[src/rtl/uart_rx_aux.sv]
// 16x-oversampled 8N1 UART receiver for the auxiliary UART path.
// Optional even-parity check is enabled by defining UART_RX_AUX_PARITY_EN.
//
// state  | meaning
// -------+-------------------------------------------------------------
// IDLE   | line idle; watching rx_s for a falling start edge every clock
// START  | counting to mid start bit to reject glitches
// DATA   | sampling data bits, LSB first, at each bit centre
// PARITY | sampling the parity bit (only with UART_RX_AUX_PARITY_EN)
// STOP   | sampling the stop bit; delivers the word at window end
module uart_rx_aux #(
  parameter int DATA_BITS = 8,
  parameter int SB_TICKS  = 16
) (
  input  logic                 clock,
  input  logic                 reset,
  input  logic                 ticks,
  input  logic                 rx,
  output logic [DATA_BITS-1:0] rx_data,
  output logic                 rx_done,
  output logic                 frame_err,
  output logic                 parity_err
);

`ifdef UART_RX_AUX_PARITY_EN
  typedef enum logic [2:0] {IDLE, START, DATA, PARITY, STOP} state_t;
`else
  typedef enum logic [2:0] {IDLE, START, DATA, STOP} state_t;
`endif

  localparam logic [4:0] S_MID   = 5'd7;
  localparam logic [4:0] S_LAST  = 5'd15;
  localparam logic [4:0] SB_LAST = 5'(SB_TICKS - 1);
  localparam logic [2:0] N_LAST  = 3'(DATA_BITS - 1);

  state_t               state, state_next;
  logic [4:0]           s, s_next;
  logic [2:0]           n, n_next;
  logic [DATA_BITS-1:0] b, b_next;
  logic                 rx_meta, rx_s;
  logic                 done_set;
`ifdef UART_RX_AUX_PARITY_EN
  logic                 par_set;
  logic                 par_flag;
`endif

  always_ff @(posedge clock) begin
    if (reset) begin
      rx_meta <= 1'b1;
      rx_s    <= 1'b1;
    end else begin
      rx_meta <= rx;
      rx_s    <= rx_meta;
    end
  end

  always_ff @(posedge clock) begin
    if (reset) begin
      state <= IDLE;
      s     <= '0;
      n     <= '0;
      b     <= '0;
    end else begin
      state <= state_next;
      s     <= s_next;
      n     <= n_next;
      b     <= b_next;
    end
  end

  always_comb begin
    state_next = state;
    s_next     = s;
    n_next     = n;
    b_next     = b;
    case (state)
      IDLE: begin
        // start detect runs every clock, not only on ticks
        if (!rx_s) begin
          state_next = START;
          s_next     = '0;
        end
      end
      START: begin
        if (ticks) begin
          if (s == S_MID) begin
            if (!rx_s) begin
              state_next = DATA;
              s_next     = '0;
              n_next     = '0;
            end else begin
              state_next = IDLE;
            end
          end else begin
            s_next = s + 5'd1;
          end
        end
      end
      DATA: begin
        if (ticks) begin
          if (s == S_LAST) begin
            s_next = '0;
            b_next = {rx_s, b[DATA_BITS-1:1]};
            if (n == N_LAST) begin
`ifdef UART_RX_AUX_PARITY_EN
              state_next = PARITY;
`else
              state_next = STOP;
`endif
            end else begin
              n_next = n + 3'd1;
            end
          end else begin
            s_next = s + 5'd1;
          end
        end
      end
`ifdef UART_RX_AUX_PARITY_EN
      PARITY: begin
        if (ticks) begin
          if (s == S_LAST) begin
            s_next     = '0;
            state_next = STOP;
          end else begin
            s_next = s + 5'd1;
          end
        end
      end
`endif
      STOP: begin
        if (ticks) begin
          if (s == SB_LAST) begin
            state_next = IDLE;
          end else begin
            s_next = s + 5'd1;
          end
        end
      end
      default: state_next = IDLE;
    endcase
  end

  always_comb begin
    done_set = ticks && (state == STOP) && (s == SB_LAST);
`ifdef UART_RX_AUX_PARITY_EN
    par_set  = ticks && (state == PARITY) && (s == S_LAST);
`endif
  end

  always_ff @(posedge clock) begin
    if (reset) begin
      rx_data   <= '0;
      rx_done   <= 1'b0;
      frame_err <= 1'b0;
    end else begin
      rx_done <= done_set;
      if (done_set) begin
        rx_data   <= b;
        frame_err <= ~rx_s;
      end
    end
  end

`ifdef UART_RX_AUX_PARITY_EN
  // parity is judged when sampled but only published alongside rx_done
  always_ff @(posedge clock) begin
    if (reset) begin
      par_flag   <= 1'b0;
      parity_err <= 1'b0;
    end else begin
      if (par_set)
        par_flag <= (^b) ^ rx_s;
      if (done_set)
        parity_err <= par_flag;
    end
  end
`else
  assign parity_err = 1'b0;
`endif

endmodule

[config.mk]
export PLATFORM = sky130hd
export DESIGN_NAME = uart_rx_aux
export DESIGN_NICKNAME = d
export VERILOG_FILES = /design/src/rtl/uart_rx_aux.sv
export SDC_FILE = /design/constraint.sdc
export NUM_CORES = 1
export LEC_CHECK = 0
export BUFFER_PORTS_ARGS = -buffer_cell sky130_fd_sc_hd__buf_2
export CELL_PAD_IN_SITES_DETAIL_PLACEMENT = 0
export CELL_PAD_IN_SITES_GLOBAL_PLACEMENT = 2
export CORE_UTILIZATION = 30
export DETAILED_ROUTE_END_ITERATION = 16
export GPL_ROUTABILITY_DRIVEN = 0
export PLACE_DENSITY = 0.76
export RECOVER_POWER = 100
export SKIP_LAST_GASP = 1
export SYNTH_ARGS = -nofsm -noshare
export SYNTH_HDL_FRONTEND = slang
export SYNTH_SLANG_ARGS = --single-unit
[constraint.sdc]
create_clock -name clock -period 2.65 [get_ports clock]
set_clock_uncertainty 0.15 [all_clocks]
set_input_delay 0.3975 -clock clock [delete_from_list [all_inputs] [get_ports clock]]
set_output_delay 0.3975 -clock clock [all_outputs]
set_load 0.02 [all_outputs]
======== Word-level counts from Yosys, hierarchy flattened ========
Cells that the tools add are included.
word-level totals
  register bits after elaboration ......... 31
  input bits .............................. 4
  output and inout port bits .............. 11
  word-level logic and storage cells ...... 63
cells by class
  add/sub/neg operators ................... 2
  eq/ne operators ......................... 17
  muxes and demuxes ....................... 25
  bitwise operators ....................... 1
  reductions and logical operators ........ 9
operators with widths
  cell                   count
  $mux W3                14
  $mux W5                7
  $ne A2 B2 Y1 const B   11
  $pmux W5 S4            1
  $pmux W3 S4            1
  $reduce_and A8 Y1      1
  $reduce_and A7 Y1      1
  $eq A3 B2 Y1 const B   2
  $pmux W3 S2            1
  $add A5 B1 Y5 const B  1
  $eq A5 B3 Y1 const B   1
  $eq A5 B4 Y1 const B   1
  $reduce_and A5 Y1      1
  $reduce_bool A4 Y1     1
  $add A3 B1 Y3 const B  1
  $eq A3 B1 Y1 const B   1
  $eq A3 B3 Y1 const B   1
  $logic_not A3 Y1       1
  $reduce_and A3 Y1      1
  $logic_and A1 B1 Y1    2
  $mux W2                1
  $reduce_bool A2 Y1     1
  $not A1 Y1             1

======== Longest topological paths before layout ========
Gate-level depths: netlist (run 1).
  word-level depth ........................ 5
  mapped depth ............................ 7
  mapped depth without buffers ............ 7

======== Worst setup path before layout (run 1) ========
No wires, ideal clock.
  kind .................................... register to register
  start point ............................. reg state[0]
  end point ............................... reg state[0]
  data arrival time ....................... 1.822 ns
  data required time ...................... 2.404 ns
  setup slack ............................. 0.583 ns
  stages on the path, launching flop included .. 8
  buffers on the path ..................... 1
  path through ............................ dfxtp_1 inv_1 ha_1 buf_2 nor3_2 a211oi_1 or3_1 o41ai_2
on the way
  cells in the longest elaborated chain, start to end .. 3
  elaborated cells between the ends (all ways) .. 14
  those cells by class .................... 11 x eq/ne; 1 x mux; 2 x reduce/logical
RTL lines
  item                                        RTL line  text
  from (decl)                                 36        state_t state, state_next;
  from (signal assigned)                      64        state <= state_next;
  $eq A3 B2 Y1, or another cell as far along  76        case (state)
  $ne A2 B2 Y1 (no source line)               --
  $reduce_and A8 Y1 (no source line)          --
Parallel ways exist; a longest one is shown, timed or not.
A chain may end at the register's enable or synchronous reset.

======== Worst setup path in the final report (run 1) ========
Same ends and word-level chain as after synthesis.

==> reports/summary.log, run 1 <==
INFO  worst_setup_path cp-start-kind=flip-flop
INFO  clocking       clkSlewWorstSetupHoldPaths=0.07ns
INFO  min_path       min-delay-path-class=in -> reg
INFO  worst_setup_path setup.worst_path.start=state[0]$_SDFFE_PP0P_
INFO  pwr            p_leak=0.0005877uW
INFO  detailed_routing detail_route.wirelength=2.921mm
INFO  clocking       clk-insertion-delay-late=0.28ns
INFO  final_layout   fin_nets=188
INFO  logic_synthesis synth_compound_area_frac=0.1569
INFO  clocking       total_of_cells_resized_after_clock_tree_synthesis=0
INFO  logic_synthesis postSynth.asyncResetShare=0
INFO  worst_setup_path cp.arrival=2.39ns
INFO  pwr            vdd_drop_max=0.2697mV
INFO  clocking       hold_buffers=0
INFO  flow_run       cap_viol_max_count=0
INFO  floorplan      floorplan.initialDensity=0.3207
INFO  final_layout   antenna_cells=0
INFO  logic_synthesis syn_area_cell=8.859um2
INFO  logic_synthesis ys_warn_count=0
INFO  logic_synthesis syn_inst=162
INFO  final_layout   finish.cell_count_without_fillers=227
INFO  logic_synthesis post_synthesis_net_count=176
INFO  global_route   first_pass_grt_wire_length=5.043mm
INFO  place          dpl-instance-area=1531um2
INFO  detailed_routing detailedRoute.firstIterationViolations=83
INFO  worst_setup_path critical_path.reg2reg.startpoint=state[0]$_SDFFE_PP0P_
INFO  sta            timing.final.max_slew_violations=0
INFO  pwr            power_switching_share=0.2803
INFO  floorplan      die_x=71.17um
INFO  worst_setup_path worst-r2r-setup-slack=0.29ns
INFO  worst_setup_path timing.critical_path.required=2.68ns
INFO  clocking       cts-root-to-sink-buffers=2
INFO  logic_synthesis seq_area_frac_synth=0.4185
INFO  floorplan      core_area=4474um2
INFO  clocking       post_cts_buffers=0
INFO  detailed_routing vias_per_cell=4.982
INFO  floorplan      die_h=71.17um
INFO  sta            maxClockFrequency=423.4MHz
INFO  logic_synthesis post_synth_num_cell_types=42
INFO  sta            finalSetupViolations=0
INFO  sta            post-route-min-period=2.362ns
INFO  sta            fin_tns_setup=0ns
INFO  final_layout   post_route_cells_drive_above_1_share=0.09143
INFO  global_route   gr-usage-met2=0.2053
INFO  worst_setup_path slowest_stage=sky130_fd_sc_hd__or3_1
INFO  worst_setup_path critical-path-max-stage-delay=0.43ns
INFO  logic_synthesis netlist_area=1435um2
INFO  floorplan      fp-row-count=24
INFO  logic_synthesis yosys.area_share.xor_xnor=0
INFO  sta            rsz0062_at_grt=no
INFO  pwr            power.density_cell_area=627.6nW/um2
INFO  sta            final.period_utilization=0.8913
INFO  detailed_routing drcViolationCount=0
INFO  floorplan      io_pins=15
INFO  pwr            sequentialPowerShare=0.469
INFO  logic_synthesis synth_top_family_by_area=simple AND/OR/NAND/NOR gates
INFO  global_route   grt_busiest_layer=met2
INFO  clocking       clkSinkCount=30
INFO  global_route   grt_overflow=0
INFO  logic_synthesis yosys.area_share.adder=0.08718
INFO  pwr            portion_of_total_power_attributed_to_combinational_logic=0.149
INFO  worst_setup_path type_of_the_worst_setup_path=reg -> reg
INFO  logic_synthesis synth.mux.area_fraction=0.07149
INFO  sta            hold_viol=0
INFO  pwr            power_report.internal_total=723.4uW
INFO  worst_setup_path worst_setup_ep_type=flip-flop
INFO  global_route   groute.usage.overall=0.1295
INFO  min_path       hp-start=rx
INFO  pwr            fraction_of_power_consumed_by_the_clock_network=0.382
INFO  worst_setup_path worst-path-max-fanout=9
INFO  final_layout   fin_area=1602um2
INFO  sta            worst_pin_slew=1.211ns
INFO  place          port_buffers=13
INFO  detailed_routing antenna_left=0
INFO  sta            max_slew_margin=0.1925
INFO  final_layout   syn_to_final_growth=11.60%
INFO  global_route   grt_start_max_net_pins=29
INFO  logic_synthesis postSynthRegisterBits=30
INFO  place          dpl.cell_count=219
INFO  status         status=completed
INFO  clocking       numCtsBuffers=5
INFO  global_route   use_met3=0.03989
INFO  global_route   initial_antenna_violation_count=0
INFO  pwr            power_switching=281.7uW
INFO  final_layout   layout.cells.most_common_list=sky130_fd_sc_hd__dfxtp_1 (30), sky130_fd_sc_hd__nand2_1 (24), sky130_fd_sc_hd__nor2_1 (16), sky130_fd_sc_hd__a21oi_1 (12), sky130_fd_sc_hd__clkbuf_1 (12)
INFO  worst_setup_path worstPathCellList=inv_1 -> ha_1 -> nor3_2 -> a211oi_1 -> or3_1 -> o41ai_1
INFO  final_layout   final_common_cell=sky130_fd_sc_hd__dfxtp_1
INFO  clocking       cts_tree=yes
INFO  global_route   number_of_global_route_vias_before_repair=1073
INFO  clocking       htree_levels=2
INFO  logic_synthesis ys_dominant_reg_cell=sky130_fd_sc_hd__dfxtp_1
INFO  clocking       cts_root_buf=sky130_fd_sc_hd__clkbuf_8
INFO  detailed_routing routed_wire_length_per_instance=12.87um
INFO  detailed_routing dr.pass1.iters=10
INFO  floorplan      design.die.area=5064um2
INFO  detailed_routing via_count=1131
INFO  global_route   grtUsageMet1=0.1598
INFO  logic_synthesis synth_simple_gate_area_share=0.2241
INFO  logic_synthesis synth-edff-count=0
INFO  place          place_hpwl=1.992mm
[layer usage]
metal | routed length [um] | vias up
met2 | 1360 | 21
met5 | 0 | -
li1 | - | 589
met1 | 1410 | 516
met4 | 42 | 0
met3 | 108 | 5
[cells by family (layout without fill, tap and decap cells)]
family                     count (synthesis)  after routing
other                                      1              1
adders and majority gates                 10             10
muxes                                     10             10
DFF                                       30             30
AOI/OAI and AO/OA                         33             33
and+or+nand+nor                           65             65
buffers and inverters                     13             26
[power groups by stage]
| stage | registers, uW | clock network (uW) | logic, uW |
|---|---|---|---|
| 2_1_floorplan | 478 | 0 | 124 |
| 3_3_place_gp | 479 | 0 | 150 |
| 3_5_place_dp | 481 | 0 | 151 |
| 4_1_cts | 471 | 397 | 153 |
| 5_1_grt | 473 | 422 | 167 |
| 6_report | 472 | 384 | 149 |
[state kept, by name, indices dropped and copies added, names as in the netlist]
signal     flops
b              8
frame_err      1
n              3
rx_data        8
rx_done        1
rx_meta        1
rx_s           1
s              5
state          2
[through the flow]
step	worst slack, ns	power (uW)	util	hold slack (ns)
2_1_floorplan	0.5828	601.6	-	0.2395
3_3_place_gp	0.4794	628.9	0.3423	0.2438
3_5_place_dp	0.3773	632.4	0.3423	0.2451
4_1_cts	0.3530	1020	0.3635	0.1417
5_1_grt	0.1367	1062	0.3579	0.1485
6_report	0.2881	1005	0.3579	0.1458
[layout make-up]
class / instances / area (um2)
well taps: 52 / 65.06
inverters: 4 / 15.01
flip-flops and latches: 30 / 600.6
clock buffers: 6 / 82.58
multi-input cells: 119 / 770.7
clock inverters: 2 / 12.51
fillers: 460 / 2873
repair buffers: 14 / 55.05
[Yosys cell counts, types with 2 or more instances]
cell / number / area share
sky130_fd_sc_hd__a211oi_1: 3 / 0.016
sky130_fd_sc_hd__inv_1: 4 / 0.010
sky130_fd_sc_hd__ha_1: 10 / 0.087
sky130_fd_sc_hd__buf_2: 3 / 0.010
sky130_fd_sc_hd__o21ai_0: 4 / 0.014
sky130_fd_sc_hd__or2_2: 2 / 0.0087
sky130_fd_sc_hd__nand3_1: 5 / 0.017
sky130_fd_sc_hd__a22o_1: 3 / 0.018
sky130_fd_sc_hd__mux2i_1: 8 / 0.056
sky130_fd_sc_hd__nor2b_1: 2 / 0.0087
sky130_fd_sc_hd__and3_1: 2 / 0.0087
sky130_fd_sc_hd__mux2_2: 2 / 0.016
sky130_fd_sc_hd__dfxtp_1: 30 / 0.42
sky130_fd_sc_hd__a21oi_1: 12 / 0.042
sky130_fd_sc_hd__o32ai_1: 2 / 0.012
sky130_fd_sc_hd__nor2_1: 16 / 0.042
sky130_fd_sc_hd__nand2_1: 24 / 0.063
sky130_fd_sc_hd__clkbuf_1: 5 / 0.013
sky130_fd_sc_hd__a221oi_1: 2 / 0.012
[worst paths after layout]
kind	to	cells past startpoint
worst min-delay path	rx_meta$_SDFF_PP1_	2
worst max register to register	state[0]$_SDFFE_PP0P_	6
worst min register to register	rx_s$_SDFF_PP1_	1
worst max-delay path	state[0]$_SDFFE_PP0P_	6
[worst max-delay path: cells and delay by family, from the launching register on]
family | cells | cell delay (ns)
adders and majority gates | 1 | 0.33
and+or+nand+nor | 2 | 0.78
DFF | 1 | 0.42
buffers and inverters | 1 | 0.12
AOI/OAI and AO/OA | 2 | 0.45
Note: power is estimated with default switching activity, not from simulation.
==> inputs of run 2 (changes only) <==
Settings changed: CTS_BUF_LIST from default to sky130_fd_sc_hd__clkbuf_8, PLACE_DENSITY 0.76 to 0.65.
==> reports/summary.log, run 2 (synthesized netlist as in run 1, its figures left out) <==
INFO  clocking       hold_buffers=0 [unchanged]
INFO  worst_setup_path setup.worst_path.start=state[0]$_SDFFE_PP0P_
INFO  final_layout   layout.core_utilization=0.3574 [-0.0005590]
INFO  place          setup_slack_placement=0.3685ns [-0.008784 ns]
INFO  pwr            power_report.internal_total=719.9uW [-0.48%]
INFO  min_path       hp-start=rx
INFO  sta            rsz0062_at_grt=no
INFO  final_layout   syn_to_final_growth=11.42%
INFO  clocking       total_of_cells_resized_after_clock_tree_synthesis=0 [unchanged]
INFO  global_route   groute.usage.overall=0.1244 [-0.005172]
INFO  final_layout   top_regs=b x8, rx_data x8, s x5
INFO  status         status=completed
INFO  global_route   grt_start_max_net_pins=29 [unchanged]
INFO  clocking       clk-insertion-delay-late=0.27ns [about the same]
INFO  clocking       post_cts_buffers=0 [unchanged]
INFO  sta            post-route-min-period=2.324ns [-0.03748 ns]
INFO  worst_setup_path worst-path-max-fanout=9 [unchanged]
INFO  clocking       clkSinkCount=30 [unchanged]
INFO  detailed_routing via_count=1143 [+1.1%]
INFO  sta            fin_tns_setup=0ns [unchanged]
INFO  final_layout   fin_nets=188 [unchanged]
INFO  pwr            p_leak=0.0005973uW [+1.6%]
INFO  detailed_routing dr.pass1.iters=6 [-4]
INFO  pwr            power_switching_share=0.2711 [-0.009184]
INFO  global_route   first_pass_grt_wire_length=4.795mm [-4.9%]
INFO  clocking       cts_root_buf=sky130_fd_sc_hd__clkbuf_8
INFO  worst_setup_path worstRegToRegCells=6 [unchanged]
INFO  floorplan      fp-row-count=24 [unchanged]
INFO  global_route   grt_overflow=0 [unchanged]
INFO  worst_setup_path cp.arrival=2.35ns [-0.04 ns]
INFO  floorplan      io_pins=15 [unchanged]
INFO  floorplan      die_h=71.17um [unchanged]
INFO  pwr            fraction_of_power_consumed_by_the_clock_network=0.372 [-0.010]
INFO  pwr            portion_of_total_power_attributed_to_combinational_logic=0.151 [+0.002]
INFO  pwr            vdd_drop_max=0.3487mV [+29%]
INFO  worst_setup_path cp-start-kind=flip-flop
INFO  worst_setup_path worst_setup_ep_type=flip-flop
INFO  flow_run       cap_viol_max_count=0 [unchanged]
INFO  clocking       cts-root-to-sink-buffers=2 [unchanged]
INFO  floorplan      die_x=71.17um [unchanged]
INFO  floorplan      floorplan.initialDensity=0.3207 [unchanged]
INFO  worst_setup_path critical_path.reg2reg.startpoint=state[0]$_SDFFE_PP0P_
INFO  detailed_routing detailedRoute.firstIterationViolations=35 [-58%]
INFO  detailed_routing antenna_left=0 [unchanged]
INFO  clocking       cts_tree=yes
INFO  detailed_routing vias_per_cell=5.035 [+1.1%]
INFO  min_path       min_delay_path_depth=2 [unchanged]
INFO  detailed_routing detail_route.wirelength=3.027mm [+3.6%]
INFO  worst_setup_path cp_num_buf_inv=1 [unchanged]
INFO  global_route   number_of_global_route_vias_before_repair=1019 [-5.0%]
INFO  detailed_routing routed_wire_length_per_instance=13.33um [+3.6%]
INFO  place          port_buffers=13 [unchanged]
INFO  floorplan      core_area=4474um2 [unchanged]
INFO  pwr            sequentialPowerShare=0.477 [+0.008]
INFO  worst_setup_path slowest_stage=sky130_fd_sc_hd__dfxtp_1
INFO  sta            worst_pin_slew=1.186ns [-0.02555 ns]
INFO  worst_setup_path timing.critical_path.required=2.67ns [about the same]
INFO  place          place_hpwl=2.183mm [+9.6%]
INFO  min_path       min-delay-path-class=in -> reg
INFO  sta            hold_viol=0 [unchanged]
INFO  final_layout   final_common_cell=sky130_fd_sc_hd__dfxtp_1
INFO  worst_setup_path worst-path-stages=6 [unchanged]
INFO  clocking       numCtsBuffers=5 [unchanged]
INFO  sta            setup_slack=0.3255ns [+0.03747 ns]
INFO  pwr            power_switching=267.8uW [-5.0%]
INFO  detailed_routing drcViolationCount=0 [unchanged]
INFO  sta            timing.final.max_slew_violations=0 [unchanged]
INFO  final_layout   post_route_cells_drive_above_1_share=0.08571 [-0.005714]
INFO  place          dpl.cell_count=219 [unchanged]
INFO  worst_setup_path path_delay_family=simple AND/OR/NAND/NOR gates
INFO  worst_setup_path critical-path-max-stage-delay=0.42ns [about the same]
INFO  sta            final.period_utilization=0.8772 [-0.01414]
INFO  sta            max_slew_margin=0.2095 [+0.01704]
INFO  pwr            power.density_cell_area=617.7nW/um2 [-1.6%]
INFO  sta            finalSetupViolations=0 [unchanged]
INFO  floorplan      design.die.area=5064um2 [unchanged]
INFO  final_layout   finish.cell_count_without_fillers=227 [unchanged]
INFO  clocking       clkSlewWorstSetupHoldPaths=0.06ns [about the same]
INFO  sta            maxClockFrequency=430.2MHz [+1.6%]
INFO  clocking       htree_levels=2 [unchanged]
INFO  final_layout   layout.cells.most_common_list=sky130_fd_sc_hd__dfxtp_1 (30), sky130_fd_sc_hd__nand2_1 (24), sky130_fd_sc_hd__nor2_1 (17), sky130_fd_sc_hd__a21oi_1 (12), sky130_fd_sc_hd__clkbuf_1 (11)
INFO  final_layout   antenna_cells=0 [unchanged]
INFO  worst_setup_path worstPathCellList=inv_1 -> ha_1 -> nor3_2 -> a211oi_1 -> or3_1 -> o41ai_1
INFO  worst_setup_path type_of_the_worst_setup_path=reg -> reg
INFO  global_route   initial_antenna_violation_count=0 [unchanged]
==> run 2: cell count changes in the layout (fill, tap and decap cells not counted) <==
cell / delta
sky130_fd_sc_hd__buf_4: +1
sky130_fd_sc_hd__clkbuf_1: -1
sky130_fd_sc_hd__clkinvlp_4: -1
sky130_fd_sc_hd__inv_1: +1
sky130_fd_sc_hd__nor2_1: +1
sky130_fd_sc_hd__nor2_2: -1
==> run 2: worst paths after layout <==
path / slack, ns / endpoint
worst max-delay path: 0.33 / state[0]$_SDFFE_PP0P_
worst min register to register: 0.26 / rx_s$_SDFF_PP1_
worst max register to register: 0.33 / state[0]$_SDFFE_PP0P_
worst min-delay path: 0.16 / rx_meta$_SDFF_PP1_
==> run 2: cell type report <==
cell class / instances / area, um2
inverter: 4 / 15.01
tap: 52 / 65.06
sequential: 30 / 600.6
multi-input combinational: 119 / 768.2
clock inverter: 2 / 8.758
timing repair buffer: 14 / 58.81
clock buffer: 6 / 82.58
fill: 481 / 2875
==> run 2: power groups by stage <==
| stage | combinational [uW] | sequential (uW) | clock, uW |
|---|---|---|---|
| floorplan | 124 | 478 | 0 |
| global placement | 152 | 479 | 0 |
| detailed placement | 152 | 482 | 0 |
| CTS | 153 | 471 | 386 |
| global route | 167 | 473 | 403 |
| finish | 149 | 471 | 367 |
==> run 2: per-stage QoR <==
step	total power [uW]	hold slack [ns]	area (um2)
final	987.7	0.1552	1599
after global routing	1044	0.1450	1599
after CTS	1010	0.1424	1623
after detailed placement	634.2	0.2438	1531
after global placement	631.2	0.2414	1531
after floorplan	601.6	0.2395	1435
==> run 2: per-layer routing <==
layer | vias up | track usage | share of wire
met5 | - | 0 | 0
met4 | 0 | 0.06444 | 0.020
met3 | 8 | 0.03419 | 0.030
met2 | 17 | 0.2000 | 0.44
met1 | 529 | 0.1516 | 0.51
li1 | 589 | - | -
